`src/rtl/level_pkg.sv`:
```
// Shared definitions for the level input conditioning path: FSM state
// encodings, default parameter values and a small width helper.
package level_pkg;

   // Filter FSM states. LO/HI are settled levels; the CHK states are
   // qualifying a candidate transition towards the opposite level.
   typedef enum logic [1:0] {
      ST_LO     = 2'd0,
      ST_CHK_HI = 2'd1,
      ST_HI     = 2'd2,
      ST_CHK_LO = 2'd3
   } level_state_e;

   // Default build values.
   localparam int LEVEL_SYNC_STAGES     = 2;
   localparam int LEVEL_DEBOUNCE_CYCLES = 4;
   localparam int LEVEL_CNT_W           = 8;

   // Qualify counter width: one spare bit above what DEBOUNCE_CYCLES-1 needs.
   function automatic int level_qcnt_w(input int debounce_cycles);
      return $clog2(debounce_cycles) + 1;
   endfunction

endpackage

```
`src/rtl/level_sync.sv`:
```
// Multi-flop synchroniser bringing the raw asynchronous level into the clk
// domain. All stages reset asynchronously to 0.
module level_sync
   import level_pkg::*;
#(
   parameter int SYNC_STAGES = LEVEL_SYNC_STAGES
) (
   input  logic clk,
   input  logic rst,
   input  logic d,
   output logic q
);

   logic [SYNC_STAGES-1:0] chain_q;

   // Shift the raw input one stage deeper each clock; stage 0 may go metastable.
   always_ff @(posedge clk or posedge rst) begin
      if (rst) begin
         chain_q <= '0;
      end else begin
         chain_q <= {chain_q[SYNC_STAGES-2:0], d};
      end
   end

   assign q = chain_q[SYNC_STAGES-1];

endmodule

```
`src/rtl/level_in_filter.sv`:
```
// Input conditioner for the level0 inverter chain: synchronises the raw
// level, debounces it, and drives a clean registered level plus one-cycle
// rise/fall strobes. The FSM state is held in state_q for probing.
// Optional feature: define LEVEL_IN_FILTER_EDGE_CNT_EN to build the
// committed-edge counter on edge_cnt; otherwise edge_cnt is tied to 0.
module level_in_filter
   import level_pkg::*;
#(
   parameter int SYNC_STAGES     = LEVEL_SYNC_STAGES,
   parameter int DEBOUNCE_CYCLES = LEVEL_DEBOUNCE_CYCLES,
   parameter int CNT_W           = LEVEL_CNT_W
) (
   input  logic             clk,
   input  logic             rst,
   input  logic             in,
   output logic             out,
   output logic             rise,
   output logic             fall,
   output logic             busy,
   output logic [CNT_W-1:0] edge_cnt
);

   localparam int            QW     = level_qcnt_w(DEBOUNCE_CYCLES);
   localparam logic [QW-1:0] Q_LAST = QW'(DEBOUNCE_CYCLES - 1);
   localparam logic [QW-1:0] Q_ONE  = QW'(1);

   logic           s;
   level_state_e   state_q, state_d;
   logic [QW-1:0]  qcnt_q, qcnt_d;
   logic           out_q, out_d;
   logic           rise_q, rise_d;
   logic           fall_q, fall_d;
   logic           busy_q, busy_d;

   level_sync #(
      .SYNC_STAGES(SYNC_STAGES)
   ) u_sync (
      .clk(clk),
      .rst(rst),
      .d  (in),
      .q  (s)
   );

   // State, qualify counter and all outputs are registered together.
   always_ff @(posedge clk or posedge rst) begin
      if (rst) begin
         state_q <= ST_LO;
         qcnt_q  <= '0;
         out_q   <= 1'b0;
         rise_q  <= 1'b0;
         fall_q  <= 1'b0;
         busy_q  <= 1'b0;
      end else begin
         state_q <= state_d;
         qcnt_q  <= qcnt_d;
         out_q   <= out_d;
         rise_q  <= rise_d;
         fall_q  <= fall_d;
         busy_q  <= busy_d;
      end
   end

   // Next state: a candidate level must be seen DEBOUNCE_CYCLES consecutive
   // synced cycles before it commits; any reverted sample, including one on
   // the would-be commit cycle, drops back to the settled state.
   always_comb begin
      state_d = state_q;
      qcnt_d  = qcnt_q;
      out_d   = out_q;
      rise_d  = 1'b0;
      fall_d  = 1'b0;
      busy_d  = busy_q;
      case (state_q)
         ST_LO: begin
            if (s) begin
               state_d = ST_CHK_HI;
               qcnt_d  = Q_ONE;
               busy_d  = 1'b1;
            end
         end
         ST_CHK_HI: begin
            if (!s) begin
               state_d = ST_LO;
               qcnt_d  = '0;
               busy_d  = 1'b0;
            end else if (qcnt_q == Q_LAST) begin
               state_d = ST_HI;
               qcnt_d  = '0;
               out_d   = 1'b1;
               rise_d  = 1'b1;
               busy_d  = 1'b0;
            end else begin
               qcnt_d = qcnt_q + Q_ONE;
            end
         end
         ST_HI: begin
            if (!s) begin
               state_d = ST_CHK_LO;
               qcnt_d  = Q_ONE;
               busy_d  = 1'b1;
            end
         end
         ST_CHK_LO: begin
            if (s) begin
               state_d = ST_HI;
               qcnt_d  = '0;
               busy_d  = 1'b0;
            end else if (qcnt_q == Q_LAST) begin
               state_d = ST_LO;
               qcnt_d  = '0;
               out_d   = 1'b0;
               fall_d  = 1'b1;
               busy_d  = 1'b0;
            end else begin
               qcnt_d = qcnt_q + Q_ONE;
            end
         end
         default: begin
            state_d = ST_LO;
            qcnt_d  = '0;
            out_d   = 1'b0;
            busy_d  = 1'b0;
         end
      endcase
   end

   assign out  = out_q;
   assign rise = rise_q;
   assign fall = fall_q;
   assign busy = busy_q;

`ifdef LEVEL_IN_FILTER_EDGE_CNT_EN
   logic [CNT_W-1:0] edge_cnt_q;

   // Count on the commit edge so the new count appears alongside the strobe;
   // wraps naturally modulo 2^CNT_W.
   always_ff @(posedge clk or posedge rst) begin
      if (rst) begin
         edge_cnt_q <= '0;
      end else if (rise_d || fall_d) begin
         edge_cnt_q <= edge_cnt_q + CNT_W'(1);
      end
   end

   assign edge_cnt = edge_cnt_q;
`else
   assign edge_cnt = '0;
`endif

endmodule

```
`config.mk`:
```
export PLATFORM = sky130hd
export DESIGN_NAME = level_in_filter
export DESIGN_NICKNAME = d
export VERILOG_FILES = /design/src/rtl/level_pkg.sv /design/src/rtl/level_sync.sv /design/src/rtl/level_in_filter.sv
export SDC_FILE = /design/constraint.sdc
export NUM_CORES = 1
export LEC_CHECK = 0
export CAP_MARGIN = 40
export CORE_AREA = 2 2 39 41
export CTS_CLUSTER_DIAMETER = 80
export CTS_CLUSTER_SIZE = 24
export DETAILED_ROUTE_END_ITERATION = 10
export DIE_AREA = 0 0 41 43
export GPL_ROUTABILITY_DRIVEN = 0
export PLACE_DENSITY = 0.67
export SLEW_MARGIN = 20
export SYNTH_ARGS = -nofsm -noshare
export SYNTH_HDL_FRONTEND = slang
export SYNTH_SLANG_ARGS = --single-unit
```
`constraint.sdc`:
```
create_clock -name clk -period 1.68 [get_ports clk]
set_clock_uncertainty 0.15 [all_clocks]
set_input_delay 0.168 -clock clk [delete_from_list [all_inputs] [get_ports clk]]
set_output_delay 0.168 -clock clk [all_outputs]
set_load 0.02 [all_outputs]
```
Word level (Yosys, flattened, before mapping)

Index checks and enable logic that the tools add are counted.

$add $sub $neg: 1
Equality and inequality tests: 12
Mux-type cells: 29
Reduce and logical (&&, ||, !) cells: 5

Operators with widths:

| operator                                                               | number |
|---|---|
| 3-bit two-way mux                                                      | 5 |
| 1-bit two-way mux                                                      | 14 |
| 2-bit two-way mux                                                      | 6 |
| 3-bit one-hot mux with 4 select lines                                  | 1 |
| 2-bit != test (second input constant)                                  | 4 |
| 2-bit one-hot mux with 4 select lines                                  | 1 |
| 5-bit AND reduction                                                    | 1 |
| 2-bit equality test (second input constant)                            | 2 |
| 2-bit by 1-bit != test with 1-bit output (second input constant)       | 2 |
| 1-bit one-hot mux with 4 select lines                                  | 1 |
| 4-bit AND reduction                                                    | 1 |
| 3-bit by 1-bit adder with 3-bit output (second input constant)         | 1 |
| 3-bit by 2-bit equality test with 1-bit output (second input constant) | 1 |
| 3-bit by 2-bit != test with 1-bit output (second input constant)       | 1 |
| 3-bit != test (second input constant)                                  | 1 |
| 2-bit by 1-bit equality test with 1-bit output (second input constant) | 1 |
| 2-bit zero test                                                        | 1 |
| 1-bit one-hot mux with 2 select lines                                  | 1 |
| 2-bit AND reduction                                                    | 1 |
| 2-bit nonzero test                                                     | 1 |

Register bits after elaboration: 11
Input bits: 3
Output and inout port bits: 12
Word-level logic and storage cells: 54

Longest topological paths before layout

Depth after elaboration: 4
Gate-level depth with buffers: 4
Gate-level depth less buffers: 4

Hierarchy

A second synthesis with hierarchy kept.

Cells, all modules: 47
Area, all modules: 504.2 µm²

Modules (own cells, without submodules):

| module          | times used | cells each | area an instance (µm²) | seq. area each (µm²) |
|---|---|---|---|---|
| level_in_filter | 1          | 44         | 450.4                  | 225.2 |
| level_sync      | 1          | 3          | 53.8                   | 50.0 |

Worst setup path before layout

OpenSTA, ideal clock, no wires.

Kind: reg2reg
From: reg qcnt_q[0]
To: reg qcnt_q[1]
Library setup time: 0.118 ns
Arrival: 1.085 ns
Required time: 1.412 ns
Slack: 0.327 ns
Stages on the path, launching flop included: 5
Buffers on the path: 0
Period minus slack after synthesis: 1.353 ns
Path through: dfrtp_1 -> ha_1 -> nor2b_1 -> and4b_1 -> a21o_1

Longest elaborated chain between the ends: 4

Ends and longest elaborated chain:

| element                                                                                                         | RTL line                                      | source |
|---|---|---|
| start, declared                                                                                                 | level_in_filter.sv:29                         | `logic [QW-1:0] qcnt_q, qcnt_d;` |
| start signal, assigned                                                                                          | level_in_filter.sv:55                         | `qcnt_q <= qcnt_d;` |
| 3-bit by 1-bit adder with 3-bit output / 3-bit by 2-bit equality test with 1-bit output (equally long branches) | --                                            |  |
| 3-bit two-way mux *                                                                                             | level_in_filter.sv:86, level_in_filter.sv:108 |  |
| 3-bit two-way mux, on equally long branches                                                                     | level_in_filter.sv:104, level_in_filter.sv:82 |  |
| 3-bit one-hot mux with 4 select lines *                                                                         | level_in_filter.sv:73                         | `case (state_q)` |

Mark *: on every way between the ends. The rest lies on a longest branch, timed or not.
A chain may end at the register's enable or synchronous reset.

Worst setup path after layout

From: reg out_q (netlist: out)
To: out out

RTL lines:

| element                | RTL line              | source |
|---|---|---|
| start, declared        | level_in_filter.sv:30 | `logic out_q, out_d;` |
| start signal, assigned | level_in_filter.sv:56 | `out_q <= out_d;` |
| end, declared          | level_in_filter.sv:16 | `output logic out,` |

No word-level cell between the ends.

==> impl_metrics.py <==
metrics = {
    "worst_hold_path": {
        "holdCritPathClass": "input pin to async pin",
    },
    "global_route": {
        "grt_max_degree": 12,
        "grt_pass1_vias": 248,
        "grt_usage": 0.0938,
        "antenna_found_initial": 0,
        "overflow": 0,
        "grt_pass1_wl_um": 1030,
    },
    "setup_path": {
        "regToRegStartpoint": "qcnt_q[0]$_DFFE_PP0P_",
        "cpPeakStageDelay_ps": 600,
        "slowest_stage": "clkdlybuf4s50_1",
        "crit_path_start_kind": "flop",
        "rrSetupSlack_ps": 210,
        "worstSetupPathType": "flop to output pin",
        "cp.required_ps": 1360,
        "cp-end-kind": "output pin",
        "crit_chain": "clkdlybuf4s50_1",
        "crit_family": "buffers and inverters",
        "timing.rr.end": "qcnt_q[1]$_DFFE_PP0P_",
        "worstRegToRegCells": 4,
        "path_buf_inv": 1,
        "arrival_ps": 1230,
        "critPathMaxFanout": 3,
    },
    "detailed_routing": {
        "via_per_inst": 4.69,
        "drt-initial-drc-count": 5,
        "drtAntennaViolNets": 0,
        "drc_errors": 0,
        "drt-total-wl_um": 622,
        "vias": 314,
        "routedWlPerCell_um": 9.28,
        "first_pass_iters": 4,
    },
    "place": {
        "dp_cells": 63,
        "post-place-ws_ps": 225,
        "hpwl_um": 476,
        "port-buffer-count": 6,
        "dpl_cell_area_um2": 543,
    },
    "timing": {
        "period_minus_slack_ps": 1550,
        "worst_slack_ps": 131,
        "finalSetupTns_ps": 0,
        "rsz0062_at_grt": "no",
        "fmax_ghz": 0.646,
        "hold_viol": 0,
        "fin_crit_sh": 0.922,
        "setup_viol": 0,
        "drv_slew": 0,
    },
    "final_layout": {
        "fillers": 131,
        "n_antenna_cell": 0,
        "fin_cells": 67,
        "nets": 56,
        "layout-drive-gt1-share": 0.0784,
        "area_growth_pct": 12.3,
        "finalInstanceArea_um2": 569,
    },
    "die": {
        "io-pin-count": 15,
        "die_h_um": 43,
        "dieArea_mm2": 0.00176,
        "die-width_um": 41,
        "rows": 14,
        "coreArea_mm2": 0.00138,
        "start_util": 0.366,
    },
    "clock_tree": {
        "cts_setup_buffers": 0,
        "cts_hold_buf": 0,
        "clk_root_buffer_cell": "clkbuf_4",
        "clock_path_buffers": 2,
        "cts_tree": "built",
        "cts_buffers": 3,
        "cts-htree-levels": 1,
        "clk_pin_slew_ps": 60,
        "clk_latency_ps": 260,
        "clock_sinks": 11,
        "ctsResizeCount": 0,
    },
    "synth": {
        "synth.most_common_cell": "dfrtp_1",
        "yosysSeqAreaShare": 0.543,
        "synth_edf_count": 0,
        "synth_ff_type": "dfrtp_1",
        "yosysTopAreaCell": "dfrtp_1",
        "ys_types": 21,
        "syn-instance-count": 44,
        "syn_area_um2": 507,
        "avgSynthCellArea_um2": 11.5,
        "synth_common_cells": "dfrtp_1, buf_4, o21ai_0",
        "ys_warn_count": 0,
        "synth_area_leaders": "dfrtp_1, buf_4, nor3b_1, o21ai_0, o21a_1",
        "synth_top_area_frac": 0.543,
        "async_flop_share": 1.00,
        "synth-seq-cells": 11,
    },
    "power": {
        "irDropWorstVdd_v": 0.000556,
        "leakage_uw": 0.000263,
        "powerDensity_mw_per_mm2": 1450,
    },
    "status": {
        "status": "completed",
    },
    "run": {
        "max_cap_violations": 0,
    },
}
==> state kept, by name, indices dropped and copies added (netlist names), named ones only <==
signal and count:
qcnt_q 3, u_sync.chain_q 2, busy 1, fall 1, out 1, rise 1
state_q 1
==> report_power, final <==
group | switching, uW | internal [uW]
sequential | 65.9 | 329
combinational | 128 | 127
clock | 82.0 | 91.8
total | 276 | 548
==> cells in the final DEF, fill, tap and decap left out <==
cell             synthesis  routed
o21ai_0                  4       4
clkdlybuf4s50_1          0       6
conb_1                   1       8
a31oi_1                  1       1
clkbuf_4                 0       3
o21a_1                   2       2
inv_1                    1       1
xnor2_1                  1       1
mux2_2                   1       1
clkbuf_1                 0       1
o2bb2ai_1                1       1
a21oi_1                  1       1
dfrtp_1                 11      11
a21o_1                   1       1
nor3b_1                  3       3
and4b_1                  1       1
nand3b_1                 1       1
xor2_1                   1       1
nor2_1                   1       1
nor2b_1                  1       1
ha_1                     1       1
==> layer usage <==
metal / global-route usage / wire length [um] / share of wire
met5: 0 / 0 / 0
met3: 0.0471 / 47 / 0.076
met4: 0.0800 / 6 / 0.0096
met1: 0.118 / 278 / 0.45
met2: 0.113 / 289 / 0.46
==> cells by family (layout without fill, tap and decap cells) <==
| family | Yosys count | after routing | share of synthesized area |
|---|---|---|---|
| AO/OA/AOI/OAI | 10 | 10 | 0.123 |
| XOR/XNOR | 2 | 2 | 0.0346 |
| adder cells (fa/ha/maj) | 1 | 1 | 0.0247 |
| buffers and inverters | 11 | 11 | 0.146 |
| flip-flops | 11 | 11 | 0.543 |
| multiplexers | 1 | 1 | 0.0222 |
| other | 1 | 8 | 0.00740 |
| AND/OR/NAND/NOR | 7 | 7 | 0.0988 |
==> worst max-delay path by stage <==
stage | slack, ps | startpoint | endpoint | depth (start not counted)
finish | 130 | out$_DFFE_PP0P_ | out | 1
global placement | 280 | qcnt_q[0]$_DFFE_PP0P_ | qcnt_q[1]$_DFFE_PP0P_ | 4
CTS | 120 | out$_DFFE_PP0P_ | out | 1
detailed placement | 230 | qcnt_q[0]$_DFFE_PP0P_ | qcnt_q[1]$_DFFE_PP0P_ | 4
floorplan | 330 | qcnt_q[0]$_DFFE_PP0P_ | qcnt_q[1]$_DFFE_PP0P_ | 4
global route | 70 | out$_DFFE_PP0P_ | out | 1
==> through the flow <==
| step | hold WS, ps | total power [uW] | util |
|---|---|---|---|
| 2_1_floorplan | -130 | 604 | - |
| 3_3_place_gp | 183 | 655 | 0.392 |
| 3_5_place_dp | 188 | 656 | 0.392 |
| 4_1_cts | 45.5 | 837 | 0.411 |
| 5_1_grt | 88.7 | 888 | 0.411 |
| 6_report | 33.6 | 824 | 0.411 |
==> cell type report <==
type | instances | area (um2) | share of cell area
sequential | 11 | 275 | 0.484
multi-input combinational | 29 | 184 | 0.323
timing repair buffer | 6 | 60.1 | 0.105
clock buffer | 4 | 26.3 | 0.0462
tap | 16 | 20.0 | 0.0352
inverter | 1 | 3.75 | 0.00659
Power figures use the tool's default switching activity.
